$ cat src/rtl/oric_ram_arbiter_if.sv
// oric_ram_arbiter_if: bus bundle between the Oric core, the OSD loader and the system RAM
// cpu_*: CPU/video RAM port and load hold; dl_*: download byte stream and load status
// rd_*: loader read-back port; ram_*: single-port RAM with registered ram_q
interface oric_ram_arbiter_if;
  logic        cpu_cs;
  logic        cpu_we;
  logic [15:0] cpu_addr;
  logic [7:0]  cpu_din;
  logic [7:0]  cpu_dout;
  logic        cpu_hold;
  logic        dl_active;
  logic        dl_wr;
  logic [15:0] dl_addr;
  logic [7:0]  dl_data;
  logic        dl_busy;
  logic        dl_overflow;
  logic [15:0] dl_count;
  logic        rd_req;
  logic [15:0] rd_addr;
  logic        rd_valid;
  logic [7:0]  rd_data;
  logic [15:0] ram_addr;
  logic [7:0]  ram_din;
  logic        ram_we;
  logic [7:0]  ram_q;
  modport slave (
    input  cpu_cs, cpu_we, cpu_addr, cpu_din, dl_active, dl_wr, dl_addr, dl_data,
           rd_req, rd_addr, ram_q,
    output cpu_dout, cpu_hold, dl_busy, dl_overflow, dl_count, rd_valid, rd_data,
           ram_addr, ram_din, ram_we
  );
  modport master (
    output cpu_cs, cpu_we, cpu_addr, cpu_din, dl_active, dl_wr, dl_addr, dl_data,
           rd_req, rd_addr, ram_q,
    input  cpu_dout, cpu_hold, dl_busy, dl_overflow, dl_count, rd_valid, rd_data,
           ram_addr, ram_din, ram_we
  );
endinterface

$ cat src/rtl/oric_ram_arbiter.sv
// oric_ram_arbiter: shares the 64 KB system RAM between CPU, download FIFO and loader read-back
// clk_sys, reset_n (async active-low); bus: oric_ram_arbiter_if.slave carrying all data ports
module oric_ram_arbiter #(
  parameter int FIFO_DEPTH     = 8,
  parameter int RELEASE_CYCLES = 16
) (
  input logic               clk_sys,
  input logic               reset_n,
  oric_ram_arbiter_if.slave bus
);
  localparam int AW = $clog2(FIFO_DEPTH);
  localparam int CW = RELEASE_CYCLES > 1 ? $clog2(RELEASE_CYCLES) : 1;
  typedef enum logic [1:0] {IDLE, LOAD, FLUSH, RELEASE} state_t;
  state_t        state;
  logic [23:0]   mem [FIFO_DEPTH];
  logic [AW-1:0] wr_ptr, rd_ptr;
  logic [AW:0]   count, count_next;
  logic [CW-1:0] rel_cnt;
  logic [15:0]   last_addr;
  logic          cpu_rd_d, dl_active_d;
  logic          cpu_g, fifo_g, rd_g, full, empty, push, pop, rise, drained;
  // grants are gated by reset_n so nothing reaches the RAM while reset is held
  assign empty      = count == '0;
  assign full       = count == (AW+1)'(FIFO_DEPTH);
  assign cpu_g      = reset_n & bus.cpu_cs;
  assign fifo_g     = reset_n & ~bus.cpu_cs & ~empty;
  assign rd_g       = reset_n & ~bus.cpu_cs & empty & bus.rd_req & ~bus.rd_valid;
  assign push       = bus.dl_wr & ~full;
  assign pop        = fifo_g;
  assign count_next = count + (AW+1)'(push) - (AW+1)'(pop);
  assign drained    = count_next == '0;
  assign rise       = bus.dl_active & ~dl_active_d;
  assign bus.ram_addr = cpu_g ? bus.cpu_addr : fifo_g ? mem[rd_ptr][23:8] : rd_g ? bus.rd_addr : last_addr;
  assign bus.ram_din  = cpu_g ? bus.cpu_din : fifo_g ? mem[rd_ptr][7:0] : '0;
  assign bus.ram_we   = (cpu_g & bus.cpu_we) | fifo_g;
  assign bus.dl_busy  = full;
  assign bus.rd_data  = bus.rd_valid ? bus.ram_q : '0;
  always_ff @(posedge clk_sys)
    if (push) mem[wr_ptr] <= {bus.dl_addr, bus.dl_data};
  always_ff @(posedge clk_sys or negedge reset_n)
    if (!reset_n) begin
      wr_ptr          <= '0;
      rd_ptr          <= '0;
      count           <= '0;
      last_addr       <= '0;
      cpu_rd_d        <= 1'b0;
      dl_active_d     <= 1'b0;
      bus.cpu_dout    <= '0;
      bus.rd_valid    <= 1'b0;
      bus.dl_count    <= '0;
      bus.dl_overflow <= 1'b0;
    end else begin
      wr_ptr          <= wr_ptr + AW'(push);
      rd_ptr          <= rd_ptr + AW'(pop);
      count           <= count_next;
      last_addr       <= bus.ram_addr;
      cpu_rd_d        <= cpu_g & ~bus.cpu_we;
      dl_active_d     <= bus.dl_active;
      bus.cpu_dout    <= cpu_rd_d ? bus.ram_q : bus.cpu_dout;
      bus.rd_valid    <= rd_g;
      bus.dl_count    <= (rise ? 16'h0 : bus.dl_count) + 16'(pop);
      bus.dl_overflow <= (bus.dl_overflow & ~rise) | (bus.dl_wr & full);
    end
  // state exits look at the post-cycle FIFO fill, so the last write and the release
  // countdown start together and cpu_hold drops RELEASE_CYCLES cycles after that write
  always_ff @(posedge clk_sys or negedge reset_n)
    if (!reset_n) begin
      state        <= IDLE;
      rel_cnt      <= '0;
      bus.cpu_hold <= 1'b0;
    end else
      case (state)
        IDLE: if (bus.dl_active) begin
          state        <= LOAD;
          bus.cpu_hold <= 1'b1;
        end
        LOAD: if (!bus.dl_active) begin
          state   <= drained ? RELEASE : FLUSH;
          rel_cnt <= CW'(RELEASE_CYCLES - 1);
        end
        FLUSH: if (bus.dl_active) state <= LOAD;
        else if (drained) begin
          state   <= RELEASE;
          rel_cnt <= CW'(RELEASE_CYCLES - 1);
        end
        RELEASE: begin
          rel_cnt <= (bus.dl_active || rel_cnt == '0) ? '0 : rel_cnt - CW'(1);
          if (bus.dl_active) state <= LOAD;
          else if (rel_cnt <= CW'(1)) begin
            state        <= IDLE;
            bus.cpu_hold <= 1'b0;
          end
        end
        default: state <= IDLE;
      endcase
endmodule

$ cat src/flat_wrapper.sv
// flat-port wrapper written by rule: the top's interface ports become plain ports
module oric_ram_arbiter_flat 
#(
  parameter int FIFO_DEPTH     = 8,
  parameter int RELEASE_CYCLES = 16
)
  (clk_sys, reset_n, bus_cpu_cs, bus_cpu_we, bus_cpu_addr, bus_cpu_din, bus_dl_active, bus_dl_wr, bus_dl_addr, bus_dl_data, bus_rd_req, bus_rd_addr, bus_ram_q, bus_cpu_dout, bus_cpu_hold, bus_dl_busy, bus_dl_overflow, bus_dl_count, bus_rd_valid, bus_rd_data, bus_ram_addr, bus_ram_din, bus_ram_we);
  oric_ram_arbiter_if bus_i ();
  input logic clk_sys;
  input logic reset_n;
  input wire logic [$bits(bus_i.cpu_cs)-1:0] bus_cpu_cs;
  input wire logic [$bits(bus_i.cpu_we)-1:0] bus_cpu_we;
  input wire logic [$bits(bus_i.cpu_addr)-1:0] bus_cpu_addr;
  input wire logic [$bits(bus_i.cpu_din)-1:0] bus_cpu_din;
  input wire logic [$bits(bus_i.dl_active)-1:0] bus_dl_active;
  input wire logic [$bits(bus_i.dl_wr)-1:0] bus_dl_wr;
  input wire logic [$bits(bus_i.dl_addr)-1:0] bus_dl_addr;
  input wire logic [$bits(bus_i.dl_data)-1:0] bus_dl_data;
  input wire logic [$bits(bus_i.rd_req)-1:0] bus_rd_req;
  input wire logic [$bits(bus_i.rd_addr)-1:0] bus_rd_addr;
  input wire logic [$bits(bus_i.ram_q)-1:0] bus_ram_q;
  output wire logic [$bits(bus_i.cpu_dout)-1:0] bus_cpu_dout;
  output wire logic [$bits(bus_i.cpu_hold)-1:0] bus_cpu_hold;
  output wire logic [$bits(bus_i.dl_busy)-1:0] bus_dl_busy;
  output wire logic [$bits(bus_i.dl_overflow)-1:0] bus_dl_overflow;
  output wire logic [$bits(bus_i.dl_count)-1:0] bus_dl_count;
  output wire logic [$bits(bus_i.rd_valid)-1:0] bus_rd_valid;
  output wire logic [$bits(bus_i.rd_data)-1:0] bus_rd_data;
  output wire logic [$bits(bus_i.ram_addr)-1:0] bus_ram_addr;
  output wire logic [$bits(bus_i.ram_din)-1:0] bus_ram_din;
  output wire logic [$bits(bus_i.ram_we)-1:0] bus_ram_we;
  assign bus_i.cpu_cs = bus_cpu_cs;
  assign bus_i.cpu_we = bus_cpu_we;
  assign bus_i.cpu_addr = bus_cpu_addr;
  assign bus_i.cpu_din = bus_cpu_din;
  assign bus_i.dl_active = bus_dl_active;
  assign bus_i.dl_wr = bus_dl_wr;
  assign bus_i.dl_addr = bus_dl_addr;
  assign bus_i.dl_data = bus_dl_data;
  assign bus_i.rd_req = bus_rd_req;
  assign bus_i.rd_addr = bus_rd_addr;
  assign bus_i.ram_q = bus_ram_q;
  assign bus_cpu_dout = bus_i.cpu_dout;
  assign bus_cpu_hold = bus_i.cpu_hold;
  assign bus_dl_busy = bus_i.dl_busy;
  assign bus_dl_overflow = bus_i.dl_overflow;
  assign bus_dl_count = bus_i.dl_count;
  assign bus_rd_valid = bus_i.rd_valid;
  assign bus_rd_data = bus_i.rd_data;
  assign bus_ram_addr = bus_i.ram_addr;
  assign bus_ram_din = bus_i.ram_din;
  assign bus_ram_we = bus_i.ram_we;
  oric_ram_arbiter #(.FIFO_DEPTH(FIFO_DEPTH), .RELEASE_CYCLES(RELEASE_CYCLES)) u_core (.clk_sys(clk_sys), .reset_n(reset_n), .bus(bus_i));
endmodule
$ cat config.mk
export PLATFORM = sky130hd
export DESIGN_NAME = oric_ram_arbiter_flat
export DESIGN_NICKNAME = d
export VERILOG_FILES = /design/src/rtl/oric_ram_arbiter_if.sv /design/src/rtl/oric_ram_arbiter.sv /design/src/flat_wrapper.sv
export SDC_FILE = /design/constraint.sdc
export NUM_CORES = 1
export LEC_CHECK = 0
export CORE_MARGIN = 2
export CORE_UTILIZATION = 40
export DETAILED_ROUTE_END_ITERATION = 12
export GPL_ROUTABILITY_DRIVEN = 0
export GPL_TIMING_DRIVEN = 0
export PLACE_DENSITY_LB_ADDON = 0.1
export SYNTH_ARGS = -nofsm -noshare
export SYNTH_HDL_FRONTEND = slang
export SYNTH_SLANG_ARGS = --single-unit
$ cat constraint.sdc
create_clock -name clk_sys -period 8.7 [get_ports clk_sys]
set_input_delay 1.74 -clock clk_sys [delete_from_list [all_inputs] [get_ports clk_sys]]
set_output_delay 1.74 -clock clk_sys [all_outputs]
set_load 0.01 [all_outputs]
==> flow_summary.yaml <==
worst_setup_path:
  start_kind: "input port"
  critical_path.startpoint: "reset_n"
  end_kind: "output port"
  arrival_ns: 4.44
  worstSetupPathType: "in2out"
  critPathMaxFanout: 63
  r2r-start: "u_core.count[2]"
  cp_data_required_time_ns: 6.96
layout:
  fillerInstances: 2118
  ff_latch_area_um2: 7292
  layout.cells.most_common: "edfxtp_1"
  final_cells: 1159
  most-common-layout-cells: "edfxtp_1, clkdlybuf4s50_1, dfrtp_1"
  final_nets: 894
  drive_above_1_share_pct: 17.98
  multi_input_area_um2: 3029
  area_growth_syn_to_layout_pct: 28.29
synthesis:
  yosysUniqueCellTypes: 50
  synth_top_area_cell: "edfxtp_1"
  async_flop_share_pct: 24.11
  ys_ff_latch: 253
  ys.flop_type: "edfxtp_1"
  synth_top_area_share_pct: 55.08
  syn_inst: 622
  yosysSeqAreaShare_pct: 69.66
  yosys_warnings: 0
  synth_edf_count: 192
  synth_area_per_cell_um2: 16.83
  synth_fp_nets: 714
  synthesis.area_um2: 10470
  synth.area.top_cells: "edfxtp_1, dfrtp_1, mux4_2, mux2i_1, ha_1"
pwr:
  switching_share_pct: 30.80
  vdd_drop_max_mv: 0.1860
  seqPwrFrac_pct: 40.7
  p_int_uw: 2732
  combPwrFrac_pct: 31.3
  leakage_uw: 0.004718
  p_per_area_nw_per_um2: 294.0
  p_sw_uw: 1216
  p_clk_share_pct: 28.0
  p_total_uw: 3949
global_routing:
  antenna_found_initial: 1
  grt_pass1_vias: 6643
  gr-total-overflow: 0
  grt_max_degree: 64
  grt_pass1_wl_um: 38110
  grtUsageTotal_pct: 17.86
route:
  wirelength_um: 24570
  routedWlPerCell_um: 21.20
  vias: 6265
  remaining_drc_errors: 0
  drt_first_pass_iters: 6
  viasPerCell: 5.406
  ant_nets: 0
  first_iter_violations: 616
min_path:
  worstHoldStart: "u_core.bus.cpu_dout[2]"
  hold_class: "reg2reg"
sta:
  setup_tns_ns: 0
  setup_viol: 0
  fin_crit_sh_pct: 71.07
  drv_slew: 0
  fmax_mhz: 161.7
  worst_hold_slack_ns: 0.5049
  min_period_ns: 6.183
  finalHoldViolCount: 0
  grt_setup_unrepaired: "no"
  tightest_slew_ns: 0.9772
  slew_headroom_pct: 34.85
  finClkSkew_ns: 0.01322
floorplan:
  num_io_pins: 140
  design.core.area_um2: 25910
  start_util_pct: 40.40
  die_y_um: 165.8
  die_w_um: 165.8
  rows: 59
  die_area_um2: 27480
clock_network:
  clockRootBuffer: "clkbuf_16"
  clockBufferDepth: 3
  cts_tree: "done"
  h-tree-depth: 1
  path_clk_slew_ns: 0.06
  post_cts_buffers: 0
  ctsResizeCount: 0
  cts_made_buffers: 28
  worstSkewPairLatency_ns: 0.55
  hold_buffers: 0
  cts.sinks: 253
run:
  cap_violations: 0
placement:
  port-buffer-count: 138
  dp_hpwl_um: 16800
  dp.cells: 1107
status:
  status: "completed"
-- sequential cells by signal, indices dropped and copies added, names as in the netlist, 2 cells and up --
register	flops
u_core.mem	192
u_core.last_addr	16
u_core.rel_cnt	4
u_core.wr_ptr	3
u_core.rd_ptr	3
u_core.count	4
u_core.state	2
u_core.bus.dl_count	16
u_core.bus.cpu_dout	8
-- metrics by stage --
step	utilization, %	area [um^2]	setup WS (ns)
after detailed placement	48.45	12550	2.550
after global placement	47.35	12270	0.4290
after floorplan	-	10470	3.960
final	51.83	13430	2.517
after global routing	51.83	13430	2.320
after CTS	51.82	13430	2.508
-- path summary, 6_finish.rpt --
path,end,depth (start not counted),slack (ns)
min in group asynchronous,u_core.rel_cnt[3],1,1.29
max,bus_ram_addr[15],7,2.52
min,u_core.bus.cpu_dout[2],1,0.50
max reg2reg,u_core.rel_cnt[3],15,4.11
min reg2reg,u_core.bus.cpu_dout[2],1,0.50
max in group asynchronous,u_core.last_addr[4],1,6.85
-- synthesized netlist by cell type, drive strengths merged (2+ instances only) --
library cell and count:
mux2 8, dfrtp 61, o311ai 2, nand3 5, nand4 3, o21ai 13, o31ai 5, and2 14
nor2b 3, xnor2 6, o211ai 4, a2111oi 2, nor2 38, a21oi 10, nor3 4, ha 12
buf 12, xor2 6, mux4 48, edfxtp 192, nor3b 2, mux2i 26, and4 2, nand2 28
clkbuf 21, or4 5, inv 14, a31o 16, a211oi 2, a22oi 15, and3 3, nand2b 11
o22ai 17, a31oi 2
-- power groups by stage --
stage	registers, uW	logic (uW)	clock network (uW)
after floorplan	1620	739	0
after global placement	1630	1160	0
after detailed placement	1630	1250	0
after CTS	1610	1250	1130
after global routing	1630	1340	1180
final	1610	1240	1110
-- final cells by class --
type                       count  share of cell area (%)
clock buffer                  31                   5.301
tap                          335                   3.121
timing repair buffer         150                   12.00
antenna                        1                 0.01863
inverter                      14                  0.3913
buffer                        33                   1.109
clock inverter                20                   1.202
sequential                   253                   54.30
multi-input combinational    322                   22.56
-- cells by family after synthesis --
family / share of synthesized area, %
buffers and inverters: 1.925
DFF: 69.66
adders and majority gates: 1.626
muxes: 13.67
and+or+nand+nor: 6.012
xor gates and xnor gates: 1.004
AOI/OAI and AO/OA: 6.096
-- per-layer routing --
layer | global-route usage [%] | up-vias | share of wire [%]
li1 | - | 2817 | -
met1 | 24.76 | 3196 | 44
met2 | 29.50 | 221 | 49
met3 | 3.027 | 31 | 5.1
met4 | 4.764 | 0 | 2.1
met5 | 0 | - | 0
-- critical path: stages --
cell             delay, ns
buf_4                 0.63
nand2b_4              0.09
nand2b_1              0.16
clkbuf_1              0.25
clkbuf_1              0.42
o22ai_1               0.48
clkdlybuf4s50_1       0.62
No activity file was read; power rests on OpenSTA's default activity.
